[config.mk]
export PLATFORM = sky130hd
export DESIGN_NAME = score_display_scan
export DESIGN_NICKNAME = d
export VERILOG_FILES = /design/src/rtl/dino_pkg.sv /design/src/rtl/bcd_to_seg7.sv /design/src/rtl/score_display_scan.sv
export SDC_FILE = /design/constraint.sdc
export NUM_CORES = 1
export LEC_CHECK = 0
export BUFFER_PORTS_ARGS = -buffer_cell sky130_fd_sc_hd__buf_2
export CORE_MARGIN = 2
export CORE_UTILIZATION = 50
export DETAILED_ROUTE_END_ITERATION = 10
export PLACE_DENSITY_LB_ADDON = 0.25
export SLEW_MARGIN = 20
export SYNTH_ARGS = -nofsm -noshare
export SYNTH_HDL_FRONTEND = slang
export SYNTH_SLANG_ARGS = --single-unit
[constraint.sdc]
create_clock -name clk -period 3.1 [get_ports clk]
set_clock_uncertainty 0.1 [all_clocks]
set_input_delay 0.31 -clock clk [delete_from_list [all_inputs] [get_ports clk]]
set_output_delay 0.31 -clock clk [all_outputs]
set_load 0.03 [all_outputs]
[src/rtl/dino_pkg.sv]
// Shared definitions for the dino game blocks: game-state encodings, display constants
// and the scan phase type.
package dino_pkg;

  localparam logic [1:0] ST_DEAD  = 2'd0;
  localparam logic [1:0] ST_GRACE = 2'd1;
  localparam logic [1:0] ST_PLAY  = 2'd2;

  localparam logic [6:0]  SEG_BLANK  = 7'h7F;
  localparam int unsigned BCD_DIGITS = 4;

  typedef enum logic {
    PhBlank,
    PhDrive
  } phase_e;

endpackage

[src/rtl/bcd_to_seg7.sv]
// Combinational BCD to active-low seven-segment decoder (seg[0]=a .. seg[6]=g).
// Non-decimal codes 10-15 decode to all segments off.
module bcd_to_seg7
  import dino_pkg::*;
(
  input  logic [3:0] i_bcd,
  output logic [6:0] o_seg
);

  always_comb begin
    o_seg = SEG_BLANK;
    unique case (i_bcd)
      4'd0:    o_seg = 7'b1000000;
      4'd1:    o_seg = 7'b1111001;
      4'd2:    o_seg = 7'b0100100;
      4'd3:    o_seg = 7'b0110000;
      4'd4:    o_seg = 7'b0011001;
      4'd5:    o_seg = 7'b0010010;
      4'd6:    o_seg = 7'b0000010;
      4'd7:    o_seg = 7'b1111000;
      4'd8:    o_seg = 7'b0000000;
      4'd9:    o_seg = 7'b0010000;
      default: o_seg = SEG_BLANK;
    endcase
  end

endmodule

[src/rtl/score_display_scan.sv]
// Time-multiplexed 4-digit score display with inter-digit blanking and dead-state blink.
// Define SCORE_DISPLAY_LZB_EN to enable leading-zero blanking.
module score_display_scan #(
  parameter int unsigned REFRESH_DIV  = 50000,
  parameter int unsigned BLANK_CYCLES = 500,
  parameter int unsigned BLINK_DIV    = 12500000,
  parameter logic [1:0]  ST_DEAD      = dino_pkg::ST_DEAD
) (
  input  logic        clk,
  input  logic        rst,
  input  logic [15:0] i_nums,
  input  logic [1:0]  i_state,
  output logic [3:0]  o_an,
  output logic [6:0]  o_seg,
  output logic        o_dp
);

  localparam int unsigned PhaseMax = (REFRESH_DIV > BLANK_CYCLES) ? REFRESH_DIV : BLANK_CYCLES;
  localparam int unsigned PhaseW   = $clog2(PhaseMax + 1);
  localparam int unsigned BlinkW   = $clog2(BLINK_DIV + 1);
  localparam int unsigned SnapW    = dino_pkg::BCD_DIGITS * 4;

  dino_pkg::phase_e  phase_q, phase_d;
  logic [PhaseW-1:0] cnt_q, cnt_d;
  logic [1:0]        idx_q, idx_d;
  logic              first_q, first_d;
  logic [SnapW-1:0]  snap_q, snap_d;
  logic              blink_on_q, blink_on_d;
  logic [BlinkW-1:0] blink_cnt_q, blink_cnt_d;
  logic [3:0]        an_q, an_d;
  logic [6:0]        seg_q, seg_d;

  logic [3:0] nibble;
  logic [6:0] seg_dec;
  logic       lzb_blank;

  // Phase FSM; the first BLANK after reset selects digit 0 instead of advancing.
  always_comb begin
    phase_d = phase_q;
    cnt_d   = cnt_q + PhaseW'(1);
    idx_d   = idx_q;
    first_d = first_q;
    snap_d  = snap_q;
    unique case (phase_q)
      dino_pkg::PhDrive: begin
        if (cnt_q == PhaseW'(REFRESH_DIV - 1)) begin
          phase_d = dino_pkg::PhBlank;
          cnt_d   = '0;
        end
      end
      dino_pkg::PhBlank: begin
        if (cnt_q == PhaseW'(BLANK_CYCLES - 1)) begin
          phase_d = dino_pkg::PhDrive;
          cnt_d   = '0;
          first_d = 1'b0;
          idx_d   = first_q ? 2'd0 : idx_q + 2'd1;
          // Latch once per frame so a frame never mixes two scores.
          if (idx_d == 2'd0) begin
            snap_d = i_nums;
          end
        end
      end
      default: begin
        phase_d = dino_pkg::PhBlank;
        cnt_d   = '0;
      end
    endcase
  end

  always_comb begin
    blink_cnt_d = blink_cnt_q;
    blink_on_d  = blink_on_q;
    if (i_state != ST_DEAD) begin
      blink_cnt_d = '0;
      blink_on_d  = 1'b1;
    end else if (blink_cnt_q == BlinkW'(BLINK_DIV - 1)) begin
      blink_cnt_d = '0;
      blink_on_d  = ~blink_on_q;
    end else begin
      blink_cnt_d = blink_cnt_q + BlinkW'(1);
    end
  end

  assign nibble = snap_q[{idx_q, 2'b00} +: 4];

  bcd_to_seg7 u_dec (
    .i_bcd (nibble),
    .o_seg (seg_dec)
  );

`ifdef SCORE_DISPLAY_LZB_EN
  // A digit is a leading zero when it and everything above it is zero; digit 0 always shows.
  assign lzb_blank = (idx_q != 2'd0) && ((snap_q >> {idx_q, 2'b00}) == '0);
`else
  assign lzb_blank = 1'b0;
`endif

  always_comb begin
    an_d  = 4'b1111;
    seg_d = dino_pkg::SEG_BLANK;
    if (phase_q == dino_pkg::PhDrive && blink_on_q && !lzb_blank) begin
      an_d  = ~(4'b0001 << idx_q);
      seg_d = seg_dec;
    end
  end

  always_ff @(posedge clk) begin
    if (rst) begin
      phase_q     <= dino_pkg::PhBlank;
      cnt_q       <= '0;
      idx_q       <= 2'd0;
      first_q     <= 1'b1;
      snap_q      <= '0;
      blink_on_q  <= 1'b1;
      blink_cnt_q <= '0;
      an_q        <= 4'b1111;
      seg_q       <= dino_pkg::SEG_BLANK;
    end else begin
      phase_q     <= phase_d;
      cnt_q       <= cnt_d;
      idx_q       <= idx_d;
      first_q     <= first_d;
      snap_q      <= snap_d;
      blink_on_q  <= blink_on_d;
      blink_cnt_q <= blink_cnt_d;
      an_q        <= an_d;
      seg_q       <= seg_d;
    end
  end

  assign o_an  = an_q;
  assign o_seg = seg_q;
  assign o_dp  = 1'b1;

endmodule

# After elaboration in Yosys (flattened, before gate mapping)
# Memories as Yosys holds them, arrays and structs flattened. A register that Yosys moved wholly into a read port is not among the register bits.
# Cells that the tools add are included.
[word_totals]
reg_bits = 65
rom_bits = 112
inputBits = 20
out_inout_bits = 12
elab_cells = 36
n_memories = 1
[op_classes]
n_addsub = 3
eq_ne = 3
n_shift = 2
muxes = 7
n_bitwise = 4
n_reduce_logical = 8
[memory_table]
columns = ["memory", "words", "width", "read_ports", "rd_clocked_by_memory_dff", "write_ports", "line_no", "text"]
rows = [
  ["(name not given)", 16, 7, 1, 1, 0, "bcd_to_seg7.sv:12", "unique case (i_bcd)"],
]
[ops]
columns = ["operator", "n"]
rows = [
  ["two-way mux 16 bit", 2],
  ["one-hot mux 16 bit (2 select lines)", 1],
  ["adder 24 x 1 -> 24 bit (second input constant)", 1],
  ["equality test 24 bit (second input constant)", 1],
  ["adder 16 x 1 -> 16 bit (second input constant)", 1],
  ["equality test 16 bit (second input constant)", 1],
  ["equality test 16 x 9 -> 1 bit (second input constant)", 1],
  ["variable part select 16 x 5 -> 4 bit", 1],
  ["inverter 4 bit", 1],
  ["OR reduction 2 bit", 2],
  ["left shift 1 x 2 -> 4 bit (first input constant)", 1],
  ["inverter 1 bit", 3],
  ["AND reduction 3 bit", 1],
  ["OR reduction 3 bit", 1],
  ["adder 2 x 1 -> 2 bit (second input constant)", 1],
  ["zero test 2 bit", 1],
  ["two-way mux 1 bit", 2],
  ["two-way mux 2 bit", 1],
  ["one-hot mux 1 bit (2 select lines)", 1],
  ["AND reduction 2 bit", 1],
  ["nonzero test 2 bit", 1],
  ["logical AND 1 bit", 1],
]

# Logic depth before layout (Yosys ltp)
[logic_depth]
depth_word = 4
depth_mapped = 9
mapped_depth_nobuf = 7

# Modules after synthesis
# From an unflattened synthesis, not the netlist that was laid out.
[hier_totals]
hier_cells = 376
hier_area_um2 = 3479.6
[modules_own_cells]
columns = ["module", "n_inst", "cells_per_inst", "area_per_inst_um2", "seq_area_each_um2"]
rows = [
  ["score_display_scan", 1, 343, 3269.4, 1441.4],
  ["bcd_to_seg7", 1, 33, 210.2, 0.0],
]

# Least setup slack after synthesis
# OpenSTA, ideal clock, no wires.
[synth_timing]
path_type = "register to register"
start = "reg idx_q[0]"
end = "reg snap_q[5]"
setup_ns = 0.128
arrival_ns = 2.022
t_required_ns = 2.872
path_slack_ns = 0.851
stages_incl_launch_ff = 10
n_path_buf = 2
period_less_slack_ns = 2.249
path_cell_list = "dfxtp_1 > clkbuf_1 > inv_1 > ha_1 > inv_1 > a21oi_1 > nor3_4 > buf_12 > mux2i_1 > nor2_1"
[synth_between]
elab_chain_cells = 4
[synth_lines]
columns = ["item", "line_no", "text"]
rows = [
  ["start, declared", "score_display_scan.sv:25", "logic [1:0] idx_q, idx_d;"],
  ["start signal, assigned", "score_display_scan.sv:121", "idx_q <= idx_d;"],
  ["adder 2 x 1 -> 2 bit", "score_display_scan.sv:56", "idx_d = first_q ? 2'd0 : idx_q + 2'd1;"],
  ["two-way mux 2 bit", "score_display_scan.sv:56", ""],
  ["zero test 2 bit", "score_display_scan.sv:58", "if (idx_d == 2'd0) begin"],
  ["AND reduction 3 bit (no source line)", "--", ""],
  ["end signal, assigned", "score_display_scan.sv:123", "snap_q <= snap_d;"],
  ["end, declared", "score_display_scan.sv:27", "logic [SnapW-1:0] snap_q, snap_d;"],
]
# Every way passes these cells.
# A chain may end at the register's enable or synchronous reset.

# Final worst setup path
[layout_timing]
start = "reg idx_q[0]"
end = "reg seg_q[2] (netlist: o_seg[2])"
[layout_between]
elab_chain_cells = 1
[layout_lines]
columns = ["item", "line_no", "text"]
rows = [
  ["variable part select 16 x 5 -> 4 bit", "score_display_scan.sv:84", "assign nibble = snap_q[{idx_q, 2'b00} +: 4];"],
  ["end, declared", "score_display_scan.sv:31", "logic [6:0] seg_q, seg_d;"],
]
# Every way passes these cells.

==> impl_metrics.toml <==
[sta]
layout_worst_path_cycle_share_pct = 76.2
drv_slew = 0
worst_slew_margin_rel_pct = 64.4
finalHoldViolations = 0
fin_worst_hold_slack_ns = 0.0675
transition_time_at_the_pin_with_the_least_slew_margin_ns = 0.533
setup-violations-final = 0
setup_ws_ns = 0.738
grt_setup_unrepaired = "false"
final.setup.tns_ns = 0
fmaxAchievable_mhz = 423
period_needed_ns = 2.36

[placed_design]
placement_cell_area_sq_um = 3310
dpl.cell_count = 429
portBuffers = 30
hpwlAfterDp_um = 3760
routabilityCongestion = 0.847
place_ws_ns = 0.766

[global_routing]
gr-usage-all-layers_pct = 17.4
first_global_vias = 2242
wire_length_of_the_first_global_routing_pass_um = 9950
grt_max_degree = 25
grt_overflow_total = 0
antenna_found_initial = 0

[floorplan]
floorplan.die_area_sq_um = 6910
ios = 32
height_of_the_die_um = 83.1
floorplan.die.width_um = 83.1
design.core.area_sq_um = 5990
core.rowCount = 28
initial_core_util_pct = 52.3

[hold_path]
whs_endpoint = "blink_on_q$_SDFFE_PP1N_"
number_of_stages_on_the_worst_hold_path = 2
timing.hold.worst.class = "in2reg"
startpoint_of_the_lowest_slack_hold_path = "i_state[1]"

[power_and_ir_drop]
cellLeakagePower_nw = 1.31
switching_share_pct = 20.1
share_clk_of_total_power_pct = 48.6
seqPwrFrac_pct = 49.6
combinationalPowerShare_pct = 1.8
power.density_nw_per_um2 = 528
internal_power_mw = 1.50
vdd_drop_max_uv = 632
switching_power_mw = 0.377

[cts]
cts-htree-levels = 3
clk_transition_reported_paths_ns = 0.08
cts_hold_buf = 0
ctsRootBufferMaster = "sky130_fd_sc_hd__clkbuf_8"
tritoncts = "done"
cts_max_path_buffers = 2
postCtsResizedCells = 0
postCtsSetupBuffers = 0
clock_latency_ns = 0.34
numCtsBuffers = 9
clock_sink_count = 72

[synth]
synthDominantCellAreaShare_pct = 46.0
number_of_enable_flip_flop_cells_after_synthesis = 0
synthCells = 337
synth-async-reset-ratio_pct = 0
syn_area_per_cell_sq_um = 9.29
post_synthesis_sequential_area_ratio_pct = 46.0
yosys.cell_count.top_type = "sky130_fd_sc_hd__dfxtp_1"
ys_seq_elements = 72
synth.distinct_cells = 38
yosys_warnings = 0
synth_area_leaders = "sky130_fd_sc_hd__dfxtp_1, sky130_fd_sc_hd__nor2_1, sky130_fd_sc_hd__xor2_1"
dominantRegCellSynth = "sky130_fd_sc_hd__dfxtp_1"
synth.top_cells.by_count = "sky130_fd_sc_hd__dfxtp_1, sky130_fd_sc_hd__nor2_1, sky130_fd_sc_hd__xor2_1, sky130_fd_sc_hd__nand2_1, sky130_fd_sc_hd__mux2i_1"
synth_nets = 368
syn-cell-area_sq_um = 3130
post-synth-top-area-cell = "sky130_fd_sc_hd__dfxtp_1"

[setup_path]
worst_setup_end_kind = "flop"
r2r_end = "o_seg[2]$_SDFF_PP1_"
timing.critical_path.from_type = "flop"
timing.reg2reg.setup_slack_ns = 0.74
r2r-start = "idx_q[0]$_SDFFE_PP0P_"
criticalPathCategory = "reg2reg"
crit_path_start = "idx_q[0]$_SDFFE_PP0P_"
crit_required_ns = 3.20
rr_worst_depth = 5
critical_path.max_fanout = 11
cp.arrival_ns = 2.47

[cells_and_area]
regArea_sq_um = 1440
fin_area_sq_um = 3560
nFillCells = 544
final_nets = 396
number_of_standard_cells_in_the_layout_taps_in_and_fillers_out = 445
post_route_cells_drive_above_1_share_pct = 14.6
num_antenna_cells = 0
area.growth.synth_to_final_pct = 13.7
multi_input_area_sq_um = 1570

[routing]
number_of_vias_per_cell = 5.14
totalWireLength_um = 5480
first_pass_iters = 5
dr.first_iter.drc_count = 73
ant_nets = 0
routed_wire_length_per_instance_um = 12.3
detail_route.drc_violations = 0
dr_total_vias = 2287

[flow_run]
cap_violations = 0

[status]
outcome = "completed"
metal layers:
layer | up-vias | wire length [um] | GRT usage, %
met5 | - | 0 | 0
li1 | 1188 | - | -
met3 | 11 | 230 | 5.27
met2 | 38 | 2540 | 28.2
met4 | 0 | 73 | 6.26
met1 | 1050 | 2640 | 21.9
logic make-up after synthesis:
family | Yosys count | synth area share [%]
and+or+nand+nor | 151 | 23.3
DFF | 72 | 46.0
xor gates and xnor gates | 38 | 10.6
buffers and inverters | 24 | 3.76
muxes | 23 | 8.59
AOI/OAI and AO/OA | 17 | 3.16
adders and majority gates | 11 | 4.39
other | 1 | 0.120
cell type report:
type                    instances  area share (%)
clock inverters                 6            3.23
repair buffers                 32            4.64
clock buffers                  10            3.87
flip-flops and latches         72            40.5
well taps                      75            2.64
inverters                       9           0.949
multi-input cells             241            44.2
cell usage in the layout, fill, tap and decap left out, types with 3 or more instances in the layout:
| master | instances |
|---|---|
| sky130_fd_sc_hd__nand4_1 | 9 |
| sky130_fd_sc_hd__and4_1 | 4 |
| sky130_fd_sc_hd__a21oi_1 | 5 |
| sky130_fd_sc_hd__nor3_1 | 5 |
| sky130_fd_sc_hd__xnor2_1 | 14 |
| sky130_fd_sc_hd__or4_1 | 3 |
| sky130_fd_sc_hd__nor2_1 | 68 |
| sky130_fd_sc_hd__ha_1 | 11 |
| sky130_fd_sc_hd__nor4_1 | 4 |
| sky130_fd_sc_hd__bufinv_16 | 3 |
| sky130_fd_sc_hd__inv_1 | 9 |
| sky130_fd_sc_hd__dfxtp_1 | 72 |
| sky130_fd_sc_hd__o21ai_0 | 7 |
| sky130_fd_sc_hd__nand3_1 | 15 |
| sky130_fd_sc_hd__buf_2 | 30 |
| sky130_fd_sc_hd__xor2_1 | 24 |
| sky130_fd_sc_hd__mux2i_1 | 19 |
| sky130_fd_sc_hd__clkbuf_8 | 10 |
| sky130_fd_sc_hd__nand2_1 | 22 |
| sky130_fd_sc_hd__mux4_2 | 3 |
| sky130_fd_sc_hd__and3_1 | 11 |
power groups by stage:
stage / Clock, mW / Sequential (mW) / Combinational (mW)
detailed placement: 0 / 0.953 / 0.0351
global placement: 0 / 0.953 / 0.0350
global route: 0.984 / 0.932 / 0.0396
finish: 0.914 / 0.931 / 0.0346
floorplan: 0 / 0.952 / 0.0193
CTS: 0.941 / 0.931 / 0.0352
how the worst max path moves through the flow:
| stage | to | slack [ns] |
|---|---|---|
| finish | o_seg[2]$_SDFF_PP1_ | 0.74 |
| global route | o_seg[2]$_SDFF_PP1_ | 0.45 |
| CTS | o_seg[2]$_SDFF_PP1_ | 0.75 |
| detailed placement | o_seg[2]$_SDFF_PP1_ | 0.77 |
| global placement | o_seg[1]$_SDFF_PP1_ | 0.81 |
| floorplan | snap_q[5]$_SDFFE_PP0P_ | 0.85 |
registers in the layout (all words and copies together) (netlist names):
signal       cells
cnt_q           16
idx_q            2
snap_q          16
blink_cnt_q     24
o_an             4
o_seg            7
blink_on_q       1
phase_q          1
first_q          1
stage by stage:
stage	power [mW]	utilization, %
detailed placement	0.988	55.2
CTS	1.91	59.4
global route	1.96	59.4
floorplan	0.972	-
global placement	0.988	55.2
finish	1.88	59.4
critical path: stages (launching register included):
cell and delay [ns]:
sky130_fd_sc_hd__dfxtp_1 0.66, sky130_fd_sc_hd__mux4_2 0.64, sky130_fd_sc_hd__inv_1 0.16, sky130_fd_sc_hd__nand2_1 0.06
sky130_fd_sc_hd__a21boi_0 0.43, sky130_fd_sc_hd__o21ai_0 0.17
Note: power is estimated with default switching activity, not from simulation.
